[src/rtl/rx_tx_pkg.sv]
// rx_tx_pkg: line-format constants and FSM states shared by the serial receiver and transmitter.
package rx_tx_pkg;
  typedef enum logic [2:0] {IDLE, START, SIZE, DATA, CRC, STOP} state_t;
  localparam logic START_BIT = 1'b1;
  localparam logic STOP_BIT = 1'b0;
  localparam int FRAME_W = 128;
endpackage

[src/rtl/receiver_if.sv]
// receiver_if: serial line in, parallel frame out, for the single-wire frame receiver.
interface receiver_if;
  import rx_tx_pkg::*;
  logic RX;
  logic [7:0] baudrate;
  logic RXI;
  logic rf;
  logic [3:0] framesize;
  logic [FRAME_W-1:0] framebits;
  logic crcerr;
  logic framerr;
  modport master (output RX, baudrate, input RXI, rf, framesize, framebits, crcerr, framerr);
  modport slave (input RX, baudrate, output RXI, rf, framesize, framebits, crcerr, framerr);
endinterface

[src/rtl/crc.sv]
// crc: serial CRC-8 (x^8+x^2+x+1), MSb first, one bit per enabled cycle; shared with the transmitter.
module crc (
  input  logic       enable,
  input  logic       clk,
  input  logic       reset,
  input  logic       in,
  output logic [7:0] out
);
  logic [7:0] r_crc;
  always_ff @(posedge clk or posedge reset)
    if (reset) r_crc <= '0;
    else if (enable) r_crc <= {r_crc[6:0], 1'b0} ^ ((r_crc[7] ^ in) ? 8'h07 : 8'h00);
  assign out = r_crc;
endmodule

[src/rtl/receiver.sv]
// receiver: recovers start/size/data/crc/stop frames from RX and presents them in parallel with an rf strobe.
module receiver
  import rx_tx_pkg::*;
#(
  parameter int MAXBYTES = 16
) (
  input logic clk,
  input logic reset,
  receiver_if.slave bus
);
  localparam int FW = 8 * MAXBYTES;
  localparam int IW = $clog2(FW);
  state_t r_state;
  logic r_rx_s1, r_rx_s2, r_rx_d, r_crc_rst;
  logic [7:0] r_baud_l, r_bcnt, r_rxcrc;
  logic [3:0] r_size, r_byte;
  logic [2:0] r_bit;
  logic [FW-1:0] r_shadow, r_framebits;
  logic r_rxi, r_rf, r_crcerr, r_framerr;
  logic [3:0] r_framesize;
  logic w_rx, w_smp, w_bnd, w_edge, w_crc_en, w_last, w_crc_rst;
  logic [3:0] w_size;
  logic [7:0] w_crc;
  logic [IW-1:0] w_idx;
  assign w_rx = r_rx_s2;
  assign w_smp = r_bcnt == (r_baud_l >> 1);
  assign w_bnd = r_bcnt == r_baud_l - 8'd1;
  assign w_edge = w_rx == START_BIT && r_rx_d != START_BIT;
  // sample and boundary can coincide at baudrate 2, so the boundary decision sees the fresh bit
  assign w_size = w_smp ? {r_size[2:0], w_rx} : r_size;
  assign w_last = r_byte == r_size - 4'd1;
  assign w_crc_en = w_smp && (r_state == SIZE || r_state == DATA);
  assign w_crc_rst = reset | r_crc_rst;
  assign w_idx = IW'(8 * (MAXBYTES - 1 - int'(r_byte)) + int'(r_bit));
  crc crccalc (.enable(w_crc_en), .clk(clk), .reset(w_crc_rst), .in(w_rx), .out(w_crc));
  always_ff @(posedge clk or posedge reset)
    if (reset) begin
      r_state <= IDLE;
      {r_rx_s1, r_rx_s2, r_rx_d, r_crc_rst} <= '0;
      {r_baud_l, r_bcnt, r_rxcrc, r_size, r_byte, r_bit} <= '0;
      {r_shadow, r_framebits, r_framesize} <= '0;
      {r_rf, r_crcerr, r_framerr} <= '0;
      r_rxi <= 1'b1;
    end else begin
      r_rx_s1 <= bus.RX;
      r_rx_s2 <= r_rx_s1;
      r_rx_d <= r_rx_s2;
      r_rf <= 1'b0;
      r_crc_rst <= 1'b0;
      if (r_state != IDLE) r_bcnt <= w_bnd ? '0 : r_bcnt + 8'd1;
      case (r_state)
        IDLE: if (w_edge) begin
          r_baud_l <= bus.baudrate;
          r_bcnt <= 8'd1;
          r_crc_rst <= 1'b1;
          r_rxi <= 1'b0;
          r_shadow <= '0;
          r_state <= START;
        end
        START: if (w_smp && w_rx != START_BIT) begin
          r_state <= IDLE;
          r_rxi <= 1'b1;
        end else if (w_bnd) begin
          r_state <= SIZE;
          r_bit <= '0;
        end
        SIZE: begin
          if (w_smp) r_size <= w_size;
          if (w_bnd) begin
            r_bit <= r_bit != 3'd3 ? r_bit + 3'd1 : (w_size == 4'd0 ? 3'd0 : 3'd7);
            r_state <= r_bit != 3'd3 ? SIZE : (w_size == 4'd0 ? CRC : DATA);
            r_byte <= '0;
          end
        end
        DATA: begin
          if (w_smp) r_shadow[w_idx] <= w_rx;
          if (w_bnd) begin
            r_bit <= r_bit == 3'd0 && w_last ? 3'd0 : r_bit - 3'd1;
            r_byte <= r_bit == 3'd0 ? r_byte + 4'd1 : r_byte;
            r_state <= r_bit == 3'd0 && w_last ? CRC : DATA;
          end
        end
        CRC: begin
          if (w_smp) r_rxcrc <= {r_rxcrc[6:0], w_rx};
          if (w_bnd) begin
            r_bit <= r_bit + 3'd1;
            r_state <= r_bit == 3'd7 ? STOP : CRC;
          end
        end
        STOP: if (w_smp) begin
          r_framesize <= r_size;
          r_framebits <= r_shadow;
          r_crcerr <= r_rxcrc != w_crc;
          r_framerr <= w_rx != STOP_BIT;
          r_rf <= 1'b1;
          r_rxi <= 1'b1;
          r_state <= IDLE;
        end
        default: r_state <= IDLE;
      endcase
    end
  assign bus.RXI = r_rxi;
  assign bus.rf = r_rf;
  assign bus.framesize = r_framesize;
  assign bus.framebits = r_framebits;
  assign bus.crcerr = r_crcerr;
  assign bus.framerr = r_framerr;
endmodule
[src/flat_wrapper.sv]
// flat-port wrapper written by rule: the top's interface ports become plain ports
module receiver_flat import rx_tx_pkg::*;
#(
  parameter int MAXBYTES = 16
)
  (clk, reset, bus_RX, bus_baudrate, bus_RXI, bus_rf, bus_framesize, bus_framebits, bus_crcerr, bus_framerr);
  receiver_if bus_i ();
  input logic clk;
  input logic reset;
  input wire logic [$bits(bus_i.RX)-1:0] bus_RX;
  input wire logic [$bits(bus_i.baudrate)-1:0] bus_baudrate;
  output wire logic [$bits(bus_i.RXI)-1:0] bus_RXI;
  output wire logic [$bits(bus_i.rf)-1:0] bus_rf;
  output wire logic [$bits(bus_i.framesize)-1:0] bus_framesize;
  output wire logic [$bits(bus_i.framebits)-1:0] bus_framebits;
  output wire logic [$bits(bus_i.crcerr)-1:0] bus_crcerr;
  output wire logic [$bits(bus_i.framerr)-1:0] bus_framerr;
  assign bus_i.RX = bus_RX;
  assign bus_i.baudrate = bus_baudrate;
  assign bus_RXI = bus_i.RXI;
  assign bus_rf = bus_i.rf;
  assign bus_framesize = bus_i.framesize;
  assign bus_framebits = bus_i.framebits;
  assign bus_crcerr = bus_i.crcerr;
  assign bus_framerr = bus_i.framerr;
  receiver #(.MAXBYTES(MAXBYTES)) u_core (.clk(clk), .reset(reset), .bus(bus_i));
endmodule
[config.mk]
export PLATFORM = sky130hd
export DESIGN_NAME = receiver_flat
export DESIGN_NICKNAME = d
export VERILOG_FILES = /design/src/rtl/rx_tx_pkg.sv /design/src/rtl/receiver_if.sv /design/src/rtl/crc.sv /design/src/rtl/receiver.sv /design/src/flat_wrapper.sv
export SDC_FILE = /design/constraint.sdc
export NUM_CORES = 1
export LEC_CHECK = 0
export ABC_CLOCK_PERIOD_IN_PS = 24900
export CAP_MARGIN = 40
export CORE_MARGIN = 5
export CORE_UTILIZATION = 50
export CTS_BUF_LIST = sky130_fd_sc_hd__clkbuf_8
export DETAILED_ROUTE_END_ITERATION = 6
export PLACE_DENSITY = 0.72
export SETUP_SLACK_MARGIN = 0.2
export SYNTH_ARGS = -nofsm -noshare
export SYNTH_HDL_FRONTEND = slang
export SYNTH_SLANG_ARGS = --single-unit
[constraint.sdc]
create_clock -name clk -period 24.9 [get_ports clk]
set_input_delay 4.98 -clock clk [delete_from_list [all_inputs] [get_ports clk]]
set_output_delay 4.98 -clock clk [all_outputs]
set_load 0.03 [all_outputs]
==> results by group <==
Job
  • MaxCap Viol Count: 0

Die
  • Top-level port count: 147
  • Die Y: 176 um
  • Starting Density: 51.1%
  • Cell Rows: 60
  • Die ar.: approximately 31000 um2
  • Core footprint: 27100 um2
  • Die width: 176 um

Synth
  • Prevailing post-synth register cell: dfrtp_1
  • Syn Inst Count: 1247
  • Share of flip-flops with an asynchronous set or reset: 100%
  • Seq/Total Area, Yosys: 56.8%
  • Syn Area/Cell: approximately 11 um2
  • Synth Area in XOR/XNOR: 2.60%
  • Synth warnings: 0
  • Largest family of logic cells by synthesized area: compound AO/OA/AOI/OAI gates
  • Syn_nets: 1270
  • Post-synthesis adder-cell area fraction: under 10%
  • Synth cell types: 53
  • Post-synth EDFFs: 0
  • Post-synthesis compound-gate area fraction: 17.0%
  • Post-Synth Simple-Gate Area: under 10%
  • Flops & latches, synth: around 310
  • Mapped cell area: 13800 um2
  • Mux share of post-synthesis cell area: roughly an eighth

Critical path
  • CP Capture Type: output port
  • Max incr delay on CP: 0.67 ns
  • Reg2reg start: u_core.r_state[1]$_DFFE_PP0P_
  • Startpoint Class: flop
  • R2r setup slk: 21.33 ns
  • Critical path data required time: roughly 20 ns
  • CP top delay family: buffers and inverters
  • WS Path Type: reg2out
  • Levels on crit path: 1
  • R2R cell count: 5
  • Worst R2R End: u_core.r_shadow[109]$_DFFE_PP0P_
  • Max FO, Critical Path: 2
  • Critical path buffer and inverter count: 1
  • CP Cell Sequence: clkdlybuf4s50_1
  • CP Data Arrival Time: 1.78 ns
  • Slowest cell on the critical path: clkdlybuf4s50_1

Detailed routing
  • First-pass iteration count of the detailed router: 5
  • Vias: roughly 10000
  • Remaining DRCs: 0
  • Vias per cell: 5.79
  • First-iteration detailed-routing DRC count: 965
  • Drt total wl: about 35000 um
  • Post-DRT Antenna Nets: 0
  • Routed WL per cell: 19.9 um

Timing
  • Setup ws final: 18.14 ns
  • Hold Violations, Final: 0
  • Fin crit period: 6.76 ns
  • Worst Skew: 0.0312 ns
  • FMAX: 148 MHz
  • Setup_tns: 0 ns
  • Max-slew violation count: 0
  • Slew headroom: about a third
  • Worst-margin pin slew: 0.980 ns
  • RSZ-0062 raised after global routing: false
  • Final setup viols: 0
  • Crit share post-route: 27.1%

Clock network
  • CTS root buf: clkbuf_8
  • CTS tree: built
  • Post-CTS resize count: 0
  • Clock sinks: 314
  • Clk buf depth: 3
  • # hold bufs at CTS: 0
  • Number of setup buffers added after CTS: 0
  • H-tree depth: 2
  • TritonCTS buffer count: 50
  • Clk Latency, worst-skew pair: 0.58 ns
  • Clk pin slew, worst setup/hold paths: 0.06 ns

Placed design
  • Final GP Congestion: 0.844
  • PortBufs: 146
  • Pre-CTS setup slack: 18.19 ns
  • Placed cells: about 1700
  • Cell Area, Placed: 15700 um2
  • Placed wire-length estimate: 22600 um

Global routing
  • Largest net degree at the start of global routing: 125
  • Total GRT Usage: 22.4%
  • Total grt overflow: 0
  • Initial antenna violation count: 0
  • First-pass GRT wire length: 56500 um
  • Vias in the first global route: between 10000 and 15000

Power
  • P_leak: 7.63 nW
  • Power, Total: 0.00137 W
  • PwrDens: 82.5 nW/um2
  • Peak VDD IR: 45.4 uV

Layout
  • Layout net count: 1392
  • Ant. Diodes: 0
  • Post-route cell area: 16600 um2
  • Share of layout cells above drive strength 1: 18.9%
  • Area Overhead vs Synth: 19.8%
  • Layout Cells excl Fill: around 1800

Worst hold path
  • Hold Path Sink: u_core.r_rx_s2$_DFF_PP0_
  • Worst hold start: u_core.r_rx_s1$_DFF_PP0_
  • Worst hold stages: 0
  • HP Class: reg2reg

Outcome
  • Outcome: finished, final reports clean
[metal layers]
layer / up-vias / track usage [%] / wire length, um
met5: - / 0 / 0
met4: 0 / 6.35 / 798
met3: 61 / 5.46 / 2750
met2: 409 / 34.9 / 16400
met1: 5096 / 31.7 / 15200
li1: 4685 / - / -
[through the flow]
step / hold WS, ns / utilization, %
detailed placement: 0.337 / 57.8
global placement: 0.335 / 57.1
CTS: 0.353 / 61.2
floorplan: 0.310 / -
global route: 0.368 / 61.2
finish: 0.347 / 61.2
[registers in the layout, summed over array words and instances (netlist names), 3 cells and up]
name	cells
u_core.r_shadow	128
u_core.crccalc.out	8
u_core.bus.framebits	128
u_core.r_bcnt	8
u_core.r_rxcrc	8
u_core.r_size	4
u_core.bus.framesize	4
u_core.r_state	3
u_core.r_bit	3
u_core.r_baud_l	8
u_core.r_byte	4
[cell type report]
type                            instances  area (um2)
Multi-Input combinational cell        818        5530
Clock buffer                           58         798
Sequential cell                       314        7860
Clock inverter                         24         108
Tap cell                              372         465
Fill cell                            2223       10500
Inverter                               17        71.3
Timing Repair Buffer                  168        1740
[where the power goes]
part	switching [W]	internal (W)
Sequential	0.0000492	0.000534
Combinational	0.000242	0.000135
Clock	0.000197	0.000210
Total	0.000488	0.000880
[cells by family after synthesis]
group                    Yosys count
flip-flops                       314
AND/OR/NAND/NOR                  172
XOR/XNOR                          41
AO/OA/AOI/OAI                    444
multiplexers                     149
buffers and inverters            115
adder cells (fa/ha/maj)           12
[synth_stat cells, types with 2 or more instances]
library cell  count  area, um2
o31a_1            4       35.0
a22o_1            3       26.3
a21oi_1         136        681
clkbuf_1         69        259
xnor2_1          28        245
o21ai_1          80        400
nand2_1          52        195
a31oi_1           4       25.0
o21ai_0         190        951
or3_1             2       12.5
and2_1           10       62.6
nand3b_1          2       15.0
nand4_1           5       31.3
nand2b_1          4       25.0
mux2_2          147       1660
buf_6             9        101
nand2_4           8       90.1
dfrtp_1         313       7830
nand3_1          13       65.1
or4b_2            2       20.0
o21bai_1          2       15.0
o31ai_1           2       15.0
nor3_1           17       85.1
a211oi_1          8       60.1
nor2_1           21       78.8
nor2b_1           8       50.1
buf_1             7       26.3
inv_1            16       60.1
nor4_1            5       31.3
a221o_1           3       30.0
and3_1           12       75.1
xor2_1           13        114
nor3b_1           4       30.0
or2_2             2       12.5
ha_1             12        150
mux2i_1           2       20.0
a211o_1           4       35.0
clkbuf_2         13       65.1
[how the worst max path moves through the flow]
stage                          startpoint                              endpoint  slack [ns]
6_report       u_core.bus.RXI$_DFFE_PP1P_                               bus_RXI       18.14
5_1_grt        u_core.bus.RXI$_DFFE_PP1P_                               bus_RXI       18.08
4_1_cts        u_core.bus.RXI$_DFFE_PP1P_                               bus_RXI       18.10
3_5_place_dp                        reset  u_core.bus.framebits[29]$_DFFE_PP0P_       18.19
3_3_place_gp                        reset  u_core.bus.framebits[28]$_DFFE_PP0P_       16.65
2_1_floorplan                       reset         u_core.bus.crcerr$_DFFE_PP0P_       11.46
[cells in the final DEF (no fill, tap or decap), types with 9 or more instances in the layout]
cell type	netlist	routed
dfrtp_1	313	313
o21ai_0	190	190
mux2_2	147	147
clkdlybuf4s50_1	0	146
a21oi_1	136	136
o21ai_1	80	80
clkbuf_8	0	58
nand2_1	52	51
inv_1	16	32
xnor2_1	28	28
nor2_1	21	19
xor2_1	13	13
nand3_1	13	12
and3_1	12	12
ha_1	12	12
buf_4	0	12
nor3_1	17	11
and2_1	10	10
nand2_4	8	9
No activity file was read; power rests on OpenSTA's default activity.
